[src/rtl/ps2_pkg.sv]
// Shared PS/2 definitions: scan-code prefixes, receiver FSM states,
// and keypad make codes used by downstream password logic.
package ps2_pkg;

    localparam logic [7:0] SC_BREAK = 8'hF0;
    localparam logic [7:0] SC_EXT   = 8'hE0;

    localparam logic [7:0] KP_5 = 8'h73;
    localparam logic [7:0] KP_6 = 8'h74;
    localparam logic [7:0] KP_3 = 8'h7A;

    typedef enum logic [1:0] {
        S_IDLE   = 2'd0,
        S_DATA   = 2'd1,
        S_PARITY = 2'd2,
        S_STOP   = 2'd3
    } ps2_state_e;

    // Odd parity: data bits plus parity bit must hold an odd number of ones.
    function automatic logic odd_parity_ok(input logic [7:0] b, input logic p);
        return (^b) ^ p;
    endfunction

endpackage

[src/rtl/ps2_keyboard_rx_if.sv]
// Decoded key output bundle of the PS/2 receiver.
// master: receiver drives data/strobes; slave: consumer samples them.
interface ps2_keyboard_rx_if;
    import ps2_pkg::*;

    logic [7:0] ps2_data;
    logic       ps2_new_data;
    logic       ps2_ext;
    logic       frame_err;

    modport master (
        output ps2_data,
        output ps2_new_data,
        output ps2_ext,
        output frame_err
    );

    modport slave (
        input ps2_data,
        input ps2_new_data,
        input ps2_ext,
        input frame_err
    );
endinterface

[src/rtl/ps2_clk_filter.sv]
// Synchronizes raw PS/2 clock/data and debounces the clock line.
// Ports: clk, reset, ps2_clk/ps2_dat (raw) -> fall_tick, dat_s.
module ps2_clk_filter #(
    parameter int FILTER_LEN = 8
) (
    input  logic clk,
    input  logic reset,
    input  logic ps2_clk,
    input  logic ps2_dat,
    output logic fall_tick,
    output logic dat_s
);
    logic [1:0]            csync_q, csync_d;
    logic [1:0]            dsync_q, dsync_d;
    logic [FILTER_LEN-1:0] hist_q, hist_d;
    logic                  clk_f_q, clk_f_d;
    logic                  fall_q, fall_d;

    always_comb begin
        csync_d = {csync_q[0], ps2_clk};
        dsync_d = {dsync_q[0], ps2_dat};
        hist_d  = {hist_q[FILTER_LEN-2:0], csync_q[1]};
        clk_f_d = clk_f_q;
        // Level only moves once the whole window agrees; mixed windows hold.
        if (&hist_q) begin
            clk_f_d = 1'b1;
        end else if (hist_q == '0) begin
            clk_f_d = 1'b0;
        end
        fall_d = clk_f_q & ~clk_f_d;
    end

    always_ff @(posedge clk or posedge reset) begin
        if (reset) begin
            csync_q <= 2'b11;
            dsync_q <= 2'b11;
            hist_q  <= '1;
            clk_f_q <= 1'b1;
            fall_q  <= 1'b0;
        end else begin
            csync_q <= csync_d;
            dsync_q <= dsync_d;
            hist_q  <= hist_d;
            clk_f_q <= clk_f_d;
            fall_q  <= fall_d;
        end
    end

    assign fall_tick = fall_q;
    assign dat_s     = dsync_q[1];

endmodule

[src/rtl/ps2_keyboard_rx.sv]
// PS/2 keyboard receiver: frames bytes, checks parity/stop, strips F0/E0.
// Ports: clk, reset, ps2_clk, ps2_dat; out_if carries data/strobes/err.
module ps2_keyboard_rx
    import ps2_pkg::*;
#(
    parameter int FILTER_LEN  = 8,
    parameter int TIMEOUT_CYC = 50000
) (
    input  logic               clk,
    input  logic               reset,
    input  logic               ps2_clk,
    input  logic               ps2_dat,
    ps2_keyboard_rx_if.master  out_if
);
    localparam int TW = $clog2(TIMEOUT_CYC);
    localparam logic [TW-1:0] TMO_LAST = TW'(TIMEOUT_CYC - 1);

    logic fall_tick;
    logic dat_s;

    ps2_clk_filter #(.FILTER_LEN(FILTER_LEN)) u_filt (
        .clk       (clk),
        .reset     (reset),
        .ps2_clk   (ps2_clk),
        .ps2_dat   (ps2_dat),
        .fall_tick (fall_tick),
        .dat_s     (dat_s)
    );

    ps2_state_e    state_q, state_d;
    logic [2:0]    bit_cnt_q, bit_cnt_d;
    logic [7:0]    shift_q, shift_d;
    logic          par_q, par_d;
    logic [TW-1:0] tmo_q, tmo_d;
    logic          byte_ok_q, byte_ok_d;
    logic          err_q, err_d;
    logic          timeout;

    logic          break_pend_q, break_pend_d;
    logic          ext_pend_q, ext_pend_d;
    logic [7:0]    data_q, data_d;
    logic          ext_q, ext_d;
    logic          new_q, new_d;
    logic          ferr_q, ferr_d;

    // A fall_tick in the same cycle restarts the window instead of expiring it.
    assign timeout = (state_q != S_IDLE) && !fall_tick && (tmo_q == TMO_LAST);

    always_ff @(posedge clk or posedge reset) begin
        if (reset) begin
            state_q <= S_IDLE;
        end else begin
            state_q <= state_d;
        end
    end

    always_comb begin
        state_d = state_q;
        unique case (state_q)
            S_IDLE:   if (fall_tick && !dat_s) state_d = S_DATA;
            S_DATA:   if (fall_tick && bit_cnt_q == 3'd7) state_d = S_PARITY;
            S_PARITY: if (fall_tick) state_d = S_STOP;
            S_STOP:   if (fall_tick) state_d = S_IDLE;
            default:  state_d = S_IDLE;
        endcase
        if (timeout) state_d = S_IDLE;
    end

    always_comb begin
        bit_cnt_d = bit_cnt_q;
        shift_d   = shift_q;
        par_d     = par_q;
        byte_ok_d = 1'b0;
        err_d     = 1'b0;
        if (state_q == S_IDLE || fall_tick) begin
            tmo_d = '0;
        end else begin
            tmo_d = tmo_q + 1'b1;
        end
        unique case (state_q)
            S_IDLE: begin
                if (fall_tick && !dat_s) bit_cnt_d = 3'd0;
            end
            S_DATA: begin
                if (fall_tick) begin
                    shift_d = {dat_s, shift_q[7:1]};
                    if (bit_cnt_q != 3'd7) bit_cnt_d = bit_cnt_q + 3'd1;
                end
            end
            S_PARITY: begin
                if (fall_tick) par_d = dat_s;
            end
            S_STOP: begin
                if (fall_tick) begin
                    byte_ok_d = dat_s && odd_parity_ok(shift_q, par_q);
                    err_d     = !byte_ok_d;
                end
            end
            default: ;
        endcase
        if (timeout) err_d = 1'b1;
    end

    always_ff @(posedge clk or posedge reset) begin
        if (reset) begin
            bit_cnt_q <= '0;
            shift_q   <= '0;
            par_q     <= 1'b0;
            tmo_q     <= '0;
            byte_ok_q <= 1'b0;
            err_q     <= 1'b0;
        end else begin
            bit_cnt_q <= bit_cnt_d;
            shift_q   <= shift_d;
            par_q     <= par_d;
            tmo_q     <= tmo_d;
            byte_ok_q <= byte_ok_d;
            err_q     <= err_d;
        end
    end

    // Scan-code decoder; shift_q still holds the byte while byte_ok_q is high.
    logic is_brk, is_ext, is_rel, is_make;

    always_comb begin
        is_brk  = byte_ok_q && (shift_q == SC_BREAK);
        is_ext  = byte_ok_q && (shift_q == SC_EXT);
        is_rel  = byte_ok_q && !is_brk && !is_ext && break_pend_q;
        is_make = byte_ok_q && !is_brk && !is_ext && !break_pend_q;

        break_pend_d = break_pend_q;
        ext_pend_d   = ext_pend_q;
        data_d       = data_q;
        ext_d        = ext_q;
        new_d        = 1'b0;
        ferr_d       = err_q;

        unique case (1'b1)
            is_brk: break_pend_d = 1'b1;
            is_ext: ext_pend_d = 1'b1;
            is_rel: begin
                break_pend_d = 1'b0;
                ext_pend_d   = 1'b0;
            end
            is_make: begin
                data_d     = shift_q;
                ext_d      = ext_pend_q;
                new_d      = 1'b1;
                ext_pend_d = 1'b0;
            end
            default: ;
        endcase

        if (err_q) begin
            break_pend_d = 1'b0;
            ext_pend_d   = 1'b0;
        end
    end

    always_ff @(posedge clk or posedge reset) begin
        if (reset) begin
            break_pend_q <= 1'b0;
            ext_pend_q   <= 1'b0;
            data_q       <= 8'h00;
            ext_q        <= 1'b0;
            new_q        <= 1'b0;
            ferr_q       <= 1'b0;
        end else begin
            break_pend_q <= break_pend_d;
            ext_pend_q   <= ext_pend_d;
            data_q       <= data_d;
            ext_q        <= ext_d;
            new_q        <= new_d;
            ferr_q       <= ferr_d;
        end
    end

    assign out_if.ps2_data     = data_q;
    assign out_if.ps2_ext      = ext_q;
    assign out_if.ps2_new_data = new_q;
    assign out_if.frame_err    = ferr_q;

endmodule

[src/flat_wrapper.sv]
// flat-port wrapper written by rule: the top's interface ports become plain ports
module ps2_keyboard_rx_flat import ps2_pkg::*;
#(
    parameter int FILTER_LEN  = 8,
    parameter int TIMEOUT_CYC = 50000
)
  (clk, reset, ps2_clk, ps2_dat, out_if_ps2_data, out_if_ps2_new_data, out_if_ps2_ext, out_if_frame_err);
  ps2_keyboard_rx_if out_if_i ();
  input  logic clk;
  input  logic reset;
  input  logic ps2_clk;
  input  logic ps2_dat;
  output wire logic [$bits(out_if_i.ps2_data)-1:0] out_if_ps2_data;
  output wire logic [$bits(out_if_i.ps2_new_data)-1:0] out_if_ps2_new_data;
  output wire logic [$bits(out_if_i.ps2_ext)-1:0] out_if_ps2_ext;
  output wire logic [$bits(out_if_i.frame_err)-1:0] out_if_frame_err;
  assign out_if_ps2_data = out_if_i.ps2_data;
  assign out_if_ps2_new_data = out_if_i.ps2_new_data;
  assign out_if_ps2_ext = out_if_i.ps2_ext;
  assign out_if_frame_err = out_if_i.frame_err;
  ps2_keyboard_rx #(.FILTER_LEN(FILTER_LEN), .TIMEOUT_CYC(TIMEOUT_CYC)) u_core (.clk(clk), .reset(reset), .ps2_clk(ps2_clk), .ps2_dat(ps2_dat), .out_if(out_if_i));
endmodule
[config.mk]
export PLATFORM = sky130hd
export DESIGN_NAME = ps2_keyboard_rx_flat
export DESIGN_NICKNAME = d
export VERILOG_FILES = /design/src/rtl/ps2_pkg.sv /design/src/rtl/ps2_keyboard_rx_if.sv /design/src/rtl/ps2_clk_filter.sv /design/src/rtl/ps2_keyboard_rx.sv /design/src/flat_wrapper.sv
export SDC_FILE = /design/constraint.sdc
export NUM_CORES = 1
export LEC_CHECK = 0
export ABC_CLOCK_PERIOD_IN_PS = 4810
export CORE_MARGIN = 2
export CORE_UTILIZATION = 45
export DETAILED_ROUTE_END_ITERATION = 10
export PLACE_DENSITY = 0.64
export SETUP_SLACK_MARGIN = 0.2
export SLEW_MARGIN = 25
export SYNTH_ARGS = -nofsm -noshare
export SYNTH_HDL_FRONTEND = slang
export SYNTH_SLANG_ARGS = --single-unit
[constraint.sdc]
create_clock -name clk -period 4.81 [get_ports clk]
set_input_delay 0.962 -clock clk [delete_from_list [all_inputs] [get_ports clk]]
set_output_delay 0.962 -clock clk [all_outputs]
set_load 0.01 [all_outputs]
==> flow_summary.yaml, run 1 <==
outcome:
  status: "complete, no violations"
cts:
  clock_path_buffers: 2
  numCtsBuffers: 9
  cts_resized: 0
  cts_setup_buffers: 0
  worst_skew_pair.late_latency_ns: 0.33
  h-tree-depth: 3
  cts.root.buffer_cell: "clkbuf_8"
  clk_pin_slew_ns: 0.07
  cts_tree: "yes"
  cts_hold_buf: 0
  clock_sinks: 59
route:
  drt_iter0_drc: 71
  drc: 0
  ant_nets: 0
  firstDrtPassIters: 4
  vias: 1714
  viasPerCell: 5.23
  wirelength_um: 4150
  routedWlPerCell_um: 12.7
synth:
  yosys.area_share.adder_pct: 6.18
  syn_area_um2: 2630
  seq_area_frac_synth_pct: 56.7
  synth-xor-area-share_pct: 5.18
  synthCells: 229
  synthMuxAreaShare_pct: 5.99
  synthTopCellsByArea: "dfrtp_1 (44%), dfstp_2 (13%), ha_1 (6.2%), mux2_2 (6.0%), xnor2_1 (3.7%)"
  synth_ff_type: "dfrtp_1"
  synth_top_family_by_area: "simple AND/OR/NAND/NOR gates"
  synthDistinctLibCells: 41
  synth_area_per_cell_um2: 11.5
  syn_nets: 246
  synthSimpleGateAreaFrac_pct: 16.4
  synth-seq-cells: 59
  yosys_warnings: 0
  synth_top_cell_by_area: "dfrtp_1"
  yosysTopAreaCellShare_pct: 43.7
  async_flop_share_pct: 100
  synth_edf_count: 0
  synth_compound_area_share_pct: 6.79
critical_path:
  r2r_cells: 6
  critPathKind: "register to primary output"
  crit_path_cell_trace: "clkdlybuf4s50_1"
  cp_max_fo: 2
  cp.depth: 1
  regToRegEndpoint: "u_core.state_q[1]"
  cp_slowest_cell: "clkdlybuf4s50_1"
  endpoint: "out_if_ps2_data[7]"
  rrSetupSlack_ns: 2.67
  critPathLaunchType: "register"
  timing.critical_path.buf_inv: 1
  reg2reg_from: "u_core.state_q[0]"
  end_kind: "primary output"
  worstPathArrival_ns: 1.21
  crit_required_ns: 3.85
  path_delay_family: "buffers and inverters"
  critPathMaxStageDelay_ns: 0.54
  crit_start: "u_core.out_if.ps2_data[7]"
timing:
  worst_pin_slew_ns: 0.645
  rsz0062_at_grt: "no"
  finalHoldViolCount: 0
  clock_skew_ns: 0.00654
  maxSlewHeadroom_pct: 57.0
  fin_crit_sh_pct: 45.1
  fmax_mhz: 461
  finalCriticalPeriod_ns: 2.17
  setup_tns_ns: 0
  setup_violations: 0
  drv_slew: 0
floorplanning:
  boundaryPins: 15
  core_area_um2: 5570
  die_h_um: 80.5
  initial_core_util_pct: 47.3
  dieWidth_um: 80.5
  die_area_um2: 6480
  fp-row-count: 27
cells_and_area:
  seq_area_um2: 1490
  multi_input_area_um2: 1070
  final_common_cell: "dfrtp_1"
  fin_util_pct: 55.6
  final_net_count: 268
  area_delta_synth_final_pct: 17.6
  layout_common_cells: "dfrtp_1 (46), nor2_1 (20), nand2_1 (19)"
  antenna_cells: 0
  drive_above_1_share_pct: 18.4
  nFillCells: 491
global_route:
  gr-usage-all-layers_pct: 15.8
  grt_max_degree: 54
  grt_pass1_vias: 1731
  overflow: 0
  met1_usage_pct: 19.8
  grt_pass1_wl_um: 7650
  busiest_layer: "met2"
  antenna_found_initial: 0
  grt_util_met3_pct: 6.74
  met2_usage_pct: 24.3
min_path:
  hold_class: "register to register"
placement:
  gp_congestion: 0.770
  dp_hpwl_um: 2840
  portBuffers: 14
job:
  cap_violations: 0
pwr:
  cellPowerDensity_nw_per_um2: 422
  leakage_nw: 1.36
  power_mw: 1.31
  ir_drop_mv: 0.219
-- power by group --
part / total (mW) / internal, mW / switching [mW]
logic: 0.200 / 0.0806 / 0.120
clock network: 0.541 / 0.357 / 0.184
registers: 0.566 / 0.535 / 0.0309
-- per-layer routing --
metal  wire, um  part of all wire (%)
met1       2020                    49
met2       1890                    46
met3        177                   4.3
met4         63                   1.5
met5          0                     0
-- synthesized netlist by cell type (2+ instances only) --
cell	number
and3_1	3
nor2_1	20
o211ai_1	4
nor3_1	6
a21oi_1	4
a32oi_1	2
o21ai_0	11
nor4b_1	2
or3_1	3
dfstp_2	13
nand2_1	19
nor2b_1	3
and2_1	2
xnor2_1	11
nor4_1	5
nand3_1	4
dfrtp_1	46
clkbuf_1	3
xor2_1	2
inv_1	15
ha_1	13
mux2_2	14
nand4_1	5
or4_1	2
-- layout make-up --
class                           instances  area share (%)
Clock buffer                           11            4.57
Clock inverter                          5            3.23
Timing Repair Buffer                   15            4.77
Multi-Input combinational cell        151            34.5
Tap cell                               72            2.91
Sequential cell                        59            48.2
Inverter                               15            1.82
-- registers in the layout, indices dropped and copies added, names as in the netlist, 2 cells and up --
name	cells
u_core.tmo_q	16
u_core.shift_q	8
u_core.out_if.ps2_data	8
u_core.u_filt.hist_q	8
u_core.bit_cnt_q	3
u_core.state_q	2
u_core.u_filt.csync_q	2
u_core.u_filt.dsync_q	2
-- how the worst min path moves through the flow --
stage                              from                       end  slack (ns)  cells after the start
2_1_floorplan  u_core.u_filt.csync_q[0]  u_core.u_filt.csync_q[1]        0.35                      0
3_3_place_gp   u_core.u_filt.dsync_q[0]  u_core.u_filt.dsync_q[1]        0.35                      0
3_5_place_dp   u_core.u_filt.dsync_q[0]  u_core.u_filt.dsync_q[1]        0.35                      0
4_1_cts        u_core.u_filt.dsync_q[0]  u_core.u_filt.dsync_q[1]        0.36                      0
5_1_grt        u_core.u_filt.csync_q[1]   u_core.u_filt.hist_q[0]        0.36                      0
6_report       u_core.u_filt.csync_q[1]   u_core.u_filt.hist_q[0]        0.35                      0
-- metrics by stage --
step / setup slack [ns] / hold WS, ns / instance area [um^2] / std cells
after CTS: 2.61 / 0.356 / 3100 / 328
after detailed placement: 2.69 / 0.347 / 2860 / 312
after floorplan: 2.41 / 0.345 / 2630 / 229
final: 2.64 / 0.353 / 3100 / 328
after global placement: 2.72 / 0.347 / 2860 / 312
after global routing: 2.55 / 0.356 / 3100 / 328
-- cell families (layout without fill, tap and decap cells) --
family | Yosys count | in the layout
AO/OA/AOI/OAI | 28 | 28
XOR/XNOR | 14 | 14
AND/OR/NAND/NOR | 82 | 82
flip-flops | 59 | 59
adder cells (fa/ha/maj) | 13 | 13
multiplexers | 14 | 14
buffers and inverters | 19 | 46
(Power assumes the default switching activity.)
==> run 2: changes to the inputs <==
--- a/config.mk
+++ b/config.mk
@@ -5,11 +5,11 @@
 export SDC_FILE = /design/constraint.sdc
 export NUM_CORES = 1
 export LEC_CHECK = 0
-export ABC_CLOCK_PERIOD_IN_PS = 4810
+export ABC_CLOCK_PERIOD_IN_PS = 1850
 export CORE_MARGIN = 2
 export CORE_UTILIZATION = 45
 export DETAILED_ROUTE_END_ITERATION = 10
-export PLACE_DENSITY = 0.64
+export PLACE_DENSITY = 0.66
 export SETUP_SLACK_MARGIN = 0.2
 export SLEW_MARGIN = 25
 export SYNTH_ARGS = -nofsm -noshare
==> constraint.sdc (replaced) <==
create_clock -name clk -period 1.85 [get_ports clk]
set_input_delay 0.37 -clock clk [delete_from_list [all_inputs] [get_ports clk]]
set_output_delay 0.37 -clock clk [all_outputs]
set_load 0.01 [all_outputs]
==> flow_summary.yaml, run 2 (synthesized netlist as in run 1, its figures left out) <==
route:
  vias: 1968
  routedWlPerCell_um: 15.4
  drt_iter0_drc: 140
  firstDrtPassIters: 4
  wirelength_um: 5770
  viasPerCell: 5.26
  drc: 0
  ant_nets: 0
placement:
  place_area_um2: 2980
  gp_congestion: 0.786
  post-place-ws_ns: 0.125
  dp_hpwl_um: 3090
  dp_cells: 321
  portBuffers: 14
pwr:
  cellPowerDensity_nw_per_um2: 993
  leakage_nw: 1.70
  power_mw: 3.64
  ir_drop_mv: 0.647
cells_and_area:
  drive_above_1_share_pct: 38.1
  area_delta_synth_final_pct: 39.2
  instances_no_fill: 374
  largest_reg_flops: 16
  nFillCells: 400
  layout_common_cells: "dfrtp_1 (45), buf_4 (37), nor2_1 (20), nand2_1 (18), dfstp_2 (13)"
  fin_util_pct: 65.8
  antenna_cells: 0
  final_common_cell: "dfrtp_1"
  final_area_um2: 3670
  multi_input_area_um2: 1200
  largest-register: "u_core.tmo_q"
  seq_area_um2: 1490
  final_net_count: 314
critical_path:
  rrSetupSlack_ns: 0.14
  end_kind: "register"
  critPathLaunchType: "register"
  endpoint: "u_core.shift_q[0]"
  cp_max_fo: 3
  r2r_cells: 11
  regToRegEndpoint: "u_core.shift_q[0]"
  crit_required_ns: 2.11
  worstPathArrival_ns: 1.97
  critPathKind: "register to register"
  crit_start: "u_core.shift_q[1]"
  reg2reg_from: "u_core.shift_q[1]"
cts:
  numCtsBuffers: 9
  h-tree-depth: 3
  cts_tree: "yes"
  clock_path_buffers: 2
  clock_sinks: 59
  worst_skew_pair.late_latency_ns: 0.34
  clk_pin_slew_ns: 0.07
  cts_hold_buf: 0
  cts.root.buffer_cell: "clkbuf_8"
timing:
  maxSlewHeadroom_pct: 73.5
  finalHoldViolCount: 0
  rsz0062_at_grt: "yes"
  setup_violations: 0
  timing.hold.ws_ns: 0.351
  fmax_mhz: 584
  setup_tns_ns: 0
  clock_skew_ns: 0.00795
  worst_pin_slew_ns: 0.396
  drv_slew: 0
  finalCriticalPeriod_ns: 1.71
  fin_crit_sh_pct: 92.5
  fin_ws_ns: 0.139
global_route:
  overflow: 0
  grt_pass1_vias: 1888
  gr-usage-all-layers_pct: 18.7
  grt_max_degree: 26
  antenna_found_initial: 0
  grt_pass1_wl_um: 9000
min_path:
  hold_class: "register to register"
  hold_start: "u_core.u_filt.csync_q[0]"
floorplanning:
  fp-row-count: 27
  die_h_um: 80.5
  core_area_um2: 5570
  dieWidth_um: 80.5
  initial_core_util_pct: 47.3
  die_area_um2: 6480
  boundaryPins: 15
job:
  cap_violations: 0
outcome:
  status: "complete, no violations"
[run 2: metal layers]
layer	track usage [%]	share of wire, %
met1	24.5	44
met2	28.6	50
met3	4.61	3.4
met4	9.83	2.3
met5	0	0
[run 2: worst min path at each step]
stage	slack, ns	cells after the start	endpoint
2_1_floorplan	0.35	0	u_core.u_filt.csync_q[1]
3_3_place_gp	0.35	0	u_core.u_filt.hist_q[0]
3_5_place_dp	0.35	0	u_core.u_filt.dsync_q[1]
4_1_cts	0.36	0	u_core.u_filt.csync_q[1]
5_1_grt	0.35	0	u_core.u_filt.csync_q[1]
6_report	0.35	0	u_core.u_filt.csync_q[1]
[run 2: power breakdown]
part           switching, mW  internal, mW
Combinational          0.400         0.380
Sequential            0.0793          1.39
Clock                  0.542         0.849
Total                   1.02          2.62
[run 2: layout make-up]
class	count	area share (%)
inverters	15	1.64
repair buffers	61	15.9
multi-input cells	151	32.6
well taps	72	2.46
clock inverters	6	2.56
clock buffers	10	4.06
flip-flops and latches	59	40.7
[run 2: timing repair]
action                                  CTS  global route
gates resized for setup                  17            26
pin swaps                                 5            10
cloned                                    1             0
endpoints found under the setup margin   12            26
hold endpoints to repair                  0             0
buffers inserted                         20            16
[run 2: critical path: stages (launching register included)]
cell     delay [ns]
dfrtp_1        0.41
inv_2          0.07
buf_6          0.11
buf_4          0.12
buf_6          0.11
buf_4          0.12
buf_4          0.12
buf_4          0.12
buf_4          0.12
buf_6          0.10
buf_6          0.10
o21ai_2        0.11
